[config.mk]
export PLATFORM = sky130hd
export DESIGN_NAME = axi_wr_arbiter
export DESIGN_NICKNAME = d
export VERILOG_FILES = /design/src/rtl/axi_wr_arbiter.sv
export SDC_FILE = /design/constraint.sdc
export NUM_CORES = 1
export LEC_CHECK = 0
export CAP_MARGIN = 0
export CORE_AREA = 5 5 157 159
export CTS_CLUSTER_SIZE = 40
export DETAILED_ROUTE_END_ITERATION = 10
export DIE_AREA = 0 0 162 164
export GPL_ROUTABILITY_DRIVEN = 0
export GPL_TIMING_DRIVEN = 1
export PLACE_DENSITY = 0.59
export SYNTH_ARGS = -nofsm -noshare
export SYNTH_HDL_FRONTEND = slang
export SYNTH_SLANG_ARGS = --single-unit
[constraint.sdc]
create_clock -name CLK_I -period 3.8 [get_ports CLK_I]
set_input_delay 1.14 -clock CLK_I [delete_from_list [all_inputs] [get_ports CLK_I]]
set_output_delay 1.14 -clock CLK_I [all_outputs]
set_load 0.01 [all_outputs]
[src/rtl/axi_wr_arbiter.sv]
// Round-robin arbiter sharing the write channel of one axi_master among P_NUM_REQ clients.
// Build macro AXI_WR_ARB_LEN_CHECK_EN: generate M_W_LAST_O from LEN and flag LAST_I mismatches on ERR_O.
module axi_wr_arbiter #(
  parameter int P_NUM_REQ      = 4,
  parameter int P_A_BITWIDTH   = 32,
  parameter int P_D_BITWIDTH   = 32,
  parameter int P_IDX_BITWIDTH = $clog2(P_NUM_REQ)
) (
  input  logic                                CLK_I,
  input  logic                                RST_I,
  input  logic [P_NUM_REQ-1:0]                REQ_I,
  input  logic [P_NUM_REQ*P_A_BITWIDTH-1:0]   ADDR_I,
  input  logic [P_NUM_REQ*8-1:0]              LEN_I,
  input  logic [P_NUM_REQ*3-1:0]              SIZE_I,
  input  logic [P_NUM_REQ*P_D_BITWIDTH-1:0]   DATA_I,
  input  logic [P_NUM_REQ-1:0]                VALID_I,
  input  logic [P_NUM_REQ-1:0]                LAST_I,
  output logic [P_NUM_REQ-1:0]                READY_O,
  output logic [P_NUM_REQ-1:0]                GNT_O,
  output logic [P_NUM_REQ-1:0]                DONE_O,
  output logic [1:0]                          RESP_O,
  output logic                                ERR_O,
  output logic                                M_W_REQ_O,
  output logic [P_A_BITWIDTH-1:0]             M_W_ADDR_O,
  output logic [7:0]                          M_W_LEN_O,
  output logic [2:0]                          M_W_SIZE_O,
  output logic [P_D_BITWIDTH-1:0]             M_W_DATA_O,
  output logic                                M_W_VALID_O,
  output logic                                M_W_LAST_O,
  input  logic                                M_W_READY_I,
  input  logic                                M_W_DONE_I,
  input  logic [1:0]                          M_W_RESP_I
);

  typedef enum logic [1:0] {S_IDLE, S_ISSUE, S_BUSY} state_t;

  state_t                    r_state, w_state_nxt;
  logic [P_IDX_BITWIDTH-1:0] r_idx, r_ptr, w_sel, w_cand, w_ptr_nxt;
  logic [P_NUM_REQ-1:0]      r_gnt, r_done, w_sel_oh;
  logic                      w_hit, w_busy, w_beat, w_last;
  logic [P_A_BITWIDTH-1:0]   r_addr;
  logic [7:0]                r_len;
  logic [2:0]                r_size;
  logic [1:0]                r_resp;

  // Scan upward from r_ptr with wrap; the first requester found wins.
  always_comb begin
    w_hit    = 1'b0;
    w_sel    = '0;
    w_cand   = '0;
    w_sel_oh = '0;
    for (int i = 0; i < P_NUM_REQ; i++) begin
      w_cand = P_IDX_BITWIDTH'((int'(r_ptr) + i) % P_NUM_REQ);
      if (!w_hit && REQ_I[w_cand]) begin
        w_hit            = 1'b1;
        w_sel            = w_cand;
        w_sel_oh[w_cand] = 1'b1;
      end
    end
  end

  assign w_ptr_nxt = (r_idx == P_IDX_BITWIDTH'(P_NUM_REQ - 1)) ? '0 : r_idx + 1'b1;

  always_ff @(posedge CLK_I) begin
    if (RST_I) r_state <= S_IDLE;
    else       r_state <= w_state_nxt;
  end

  always_comb begin
    w_state_nxt = r_state;
    M_W_REQ_O   = 1'b0;
    w_busy      = 1'b0;
    unique case (r_state)
      S_IDLE:  if (w_hit) w_state_nxt = S_ISSUE;
      S_ISSUE: begin
        M_W_REQ_O   = 1'b1;
        w_state_nxt = S_BUSY;
      end
      S_BUSY: begin
        w_busy = 1'b1;
        if (M_W_DONE_I) w_state_nxt = S_IDLE;
      end
      default: w_state_nxt = S_IDLE;
    endcase
  end

  // Zero-latency data mux for the owner; everyone else sees READY_O low.
  always_comb begin
    READY_O = '0;
    if (w_busy) READY_O[r_idx] = M_W_READY_I;
  end

  assign M_W_VALID_O = w_busy & VALID_I[r_idx];
  assign M_W_DATA_O  = w_busy ? DATA_I[r_idx*P_D_BITWIDTH +: P_D_BITWIDTH] : '0;
  assign w_beat      = M_W_VALID_O & M_W_READY_I;

  always_ff @(posedge CLK_I) begin
    if (RST_I) begin
      r_idx  <= '0;
      r_ptr  <= '0;
      r_gnt  <= '0;
      r_done <= '0;
      r_addr <= '0;
      r_len  <= '0;
      r_size <= '0;
      r_resp <= '0;
    end else begin
      r_done <= '0;
      // GNT_O stays up through the DONE cycle and is only replaced by the next arbitration.
      if (r_state == S_IDLE) begin
        r_gnt <= w_sel_oh;
        if (w_hit) begin
          r_idx  <= w_sel;
          r_addr <= ADDR_I[w_sel*P_A_BITWIDTH +: P_A_BITWIDTH];
          r_len  <= LEN_I[w_sel*8 +: 8];
          r_size <= SIZE_I[w_sel*3 +: 3];
        end
      end
      if (w_busy && M_W_DONE_I) begin
        r_done <= r_gnt;
        r_resp <= M_W_RESP_I;
        r_ptr  <= w_ptr_nxt;
      end
    end
  end

`ifdef AXI_WR_ARB_LEN_CHECK_EN
  logic [7:0] r_cnt;
  logic       r_err;

  always_ff @(posedge CLK_I) begin
    if (RST_I) begin
      r_cnt <= '0;
      r_err <= 1'b0;
    end else begin
      if (r_state == S_ISSUE) r_cnt <= '0;
      else if (w_beat)        r_cnt <= r_cnt + 1'b1;
      if (w_beat && (LAST_I[r_idx] != w_last)) r_err <= 1'b1;
    end
  end

  assign w_last = w_busy && (r_cnt == r_len);
  assign ERR_O  = r_err;
`else
  assign w_last = w_busy & LAST_I[r_idx];
  assign ERR_O  = 1'b0;
`endif

  assign M_W_LAST_O = w_last;
  assign M_W_ADDR_O = r_addr;
  assign M_W_LEN_O  = r_len;
  assign M_W_SIZE_O = r_size;
  assign GNT_O      = r_gnt;
  assign DONE_O     = r_done;
  assign RESP_O     = r_resp;

endmodule

==> impl_metrics.yaml, run 1 <==
synth:
  synth.net_count: 985
  netlist.area_leader.share: 0.2113
  yosysUniqueCellTypes: 45
  synthesis.area_um2: 5590
  yosys-top-cells-count: "dfxtp_1 (59), clkbuf_1 (46), and2_1 (39)"
  yosysMostFrequentCell: "dfxtp_1"
  synthTopCellsByArea: "dfxtp_1 (21%), mux4_2 (15%), a221o_1 (5.2%), o221ai_1 (4.4%), and2_1 (4.4%)"
  async_flop_share: 0
  synth.avg_cell_area_um2: 8.496
  synth-seq-area-share: 0.2113
  synth_top_cell_by_area: "dfxtp_1"
  yosys_warnings: 0
  ys.flop_type: "dfxtp_1"
  synth-edff-count: 0
  synthCells: 658
  ys_ff_latch: 59
global_route:
  grt_pass1_wl_um: 42680
  antenna_found_initial: 1
  grt_max_degree: 52
  grt_overflow: 0
  first_global_vias: 7034
  grt_use_total: 0.2044
min_path:
  holdCritPathClass: "flop to flop"
  hold_depth: 2
power:
  sw_frac_of_total: 0.3122
  p_comb_frac: 0.441
  power_mw: 3.101
  power.share.clock: 0.317
  p_leak_nw: 3.899
  vdd_drop_max_mv: 0.2426
  p_sw_mw: 0.9680
  internal-power_mw: 2.133
  sequentialPowerShare: 0.242
  power_density_nw_per_um2: 293.3
critical_path:
  critPathMaxFanout: 1
  ff2ff_path_depth: 10
  worstPathArrival_ps: 2620
  critPathRequiredTime_ps: 2660
  cp-end-kind: "primary output"
  cp-start-kind: "input pin"
  critPathKind: "input pin to primary output"
layout:
  seqCellArea_um2: 1185
  post-route-util: 0.4572
  fin_nets: 1374
  fin_cells: 1343
  area_growth_pct: 89.10
  multi_input_area_um2: 4071
  nFillCells: 2302
  drive_gt1_frac: 0.1112
clocking:
  root_buffer: "clkbuf_16"
  ctsHoldBuffers: 0
  htree_levels: 3
  clockBufferDepth: 2
  insertion_delay_ps: 340
  cts.clk_slew.worst_paths_ps: 60
  cts_tree: "yes"
  cts_setup_buffers: 0
  cts-buffers-inserted: 9
  clkSinkCount: 59
drt:
  via_per_inst: 5.380
  dr.pass1.iters: 7
  ant_nets: 0
  drt_iter0_drc: 540
  wl_per_cell_um: 21.51
  drt_wl_total_um: 28880
  num_vias: 7226
  drc: 0
sta:
  max_slew_margin: 0.5611
  holdWs_ps: 454.8
  max_freq_ghz: 0.2657
  finalSetupViolCount: 0
  clock_skew_ps: 8.096
  period_minus_slack_ps: 3764
  finalCritPeriodShare: 0.9904
  rsz0062_at_grt: "false"
  hold_viol_final: 0
  setup_tns_ps: 0
  worst_pin_slew_ps: 656.4
  slew_viol_final: 0
placement:
  dp_hpwl_um: 22400
  dp_cells: 1326
  port-buffer-count: 409
floorplanning:
  fp-row-count: 56
  start_util: 0.2418
  dieArea_um2: 26570
  core_um2: 23120
  fp.dieH_um: 164
  die_x_um: 162
  io_pins: 411
flow_run:
  cap_violations: 0
run_status:
  status: "finished, final reports clean"
-- placed cells by master (no fill, tap or decap), types with 7 or more instances in the layout --
| cell | instances |
|---|---|
| clkdlybuf4s50_1 | 377 |
| dfxtp_1 | 56 |
| and2_1 | 39 |
| mux4_2 | 38 |
| nand2_1 | 37 |
| nor2_1 | 33 |
| a211oi_1 | 32 |
| buf_4 | 31 |
| a221o_1 | 29 |
| dlygate4sd2_1 | 29 |
| o221ai_1 | 28 |
| o22ai_1 | 28 |
| o21ai_0 | 28 |
| o211ai_1 | 28 |
| nand3_1 | 25 |
| and3_1 | 25 |
| a21oi_1 | 23 |
| a21o_1 | 23 |
| a22oi_1 | 19 |
| a221oi_1 | 18 |
| nor4_1 | 15 |
| buf_12 | 14 |
| ha_1 | 9 |
| clkbuf_16 | 9 |
| a21boi_0 | 7 |
-- worst max-delay path, stage by stage --
cell             delay [ps]
clkdlybuf4s50_1         390
mux4_2                  450
and2_1                  170
clkdlybuf4s50_1         480
-- what timing repair did --
item / in CTS / in global routing
endpoints found under the setup margin: 29 / 3
resized for setup: 29 / 3
pin swaps: 0 / 0
-- state kept, by name, summed over array words and instances, names as in the netlist --
| signal | flops |
|---|---|
| r_ptr | 2 |
| RESP_O | 2 |
| r_state | 2 |
| r_idx | 2 |
| GNT_O | 4 |
| M_W_SIZE_O | 3 |
| M_W_ADDR_O | 32 |
| M_W_LEN_O | 8 |
| DONE_O | 4 |
-- layer usage --
| metal | vias to the layer above | GRT usage | share of wire |
|---|---|---|---|
| li1 | 3440 | - | - |
| met4 | 0 | 0.05306 | 0.018 |
| met3 | 32 | 0.05947 | 0.090 |
| met1 | 3414 | 0.2404 | 0.38 |
| met2 | 340 | 0.3653 | 0.51 |
| met5 | - | 0 | 0 |
-- per-stage QoR --
stage | instance area [um2] | worst slack, ps
after floorplan | 5590 | 313.6
after global placement | 10250 | -143.9
after detailed placement | 10250 | -129.4
after CTS | 10560 | 2.132
after global routing | 10570 | 2.675
final | 10570 | 36.33
-- final timing paths --
kind,slack (ps),end,start
worst max-delay path,40,M_W_VALID_O,VALID_I[3]
worst min-delay path,450,RESP_O[1],RESP_O[1]
worst max register to register,670,M_W_ADDR_O[28],r_ptr[1]
worst min register to register,450,RESP_O[1],RESP_O[1]
-- power by group through the flow --
stage / registers, mW / logic, mW / clock network, mW
2_1_floorplan: 0.794 / 0.563 / 0
3_3_place_gp: 0.761 / 1.38 / 0
3_5_place_dp: 0.764 / 1.38 / 0
4_1_cts: 0.751 / 1.38 / 1.01
5_1_grt: 0.761 / 1.47 / 1.03
6_report: 0.750 / 1.37 / 0.983
-- layout make-up --
class	instances	area share
diodes	1	0.0002367
clock buffers	9	0.02130
clock inverters	7	0.01172
inverters	6	0.002130
multi-input cells	517	0.3851
flip-flops and latches	59	0.1121
well taps	290	0.03432
repair buffers	454	0.4331
-- logic make-up after synthesis --
| group | count (synthesis) | synth area share |
|---|---|---|
| DFF | 59 | 0.2113 |
| adders and majority gates | 9 | 0.02014 |
| AOI/OAI and AO/OA | 272 | 0.3610 |
| muxes | 43 | 0.1629 |
| other | 1 | 0.0006708 |
| buffers and inverters | 82 | 0.06603 |
| and+or+nand+nor | 192 | 0.1779 |
Note: power is estimated with default switching activity, not from simulation.
==> run 2: changes to the inputs <==
GPL_TIMING_DRIVEN = default   (was 1)
==> results of run 2 <==
Final layout, timing and power as in run 1 (identical DEF).
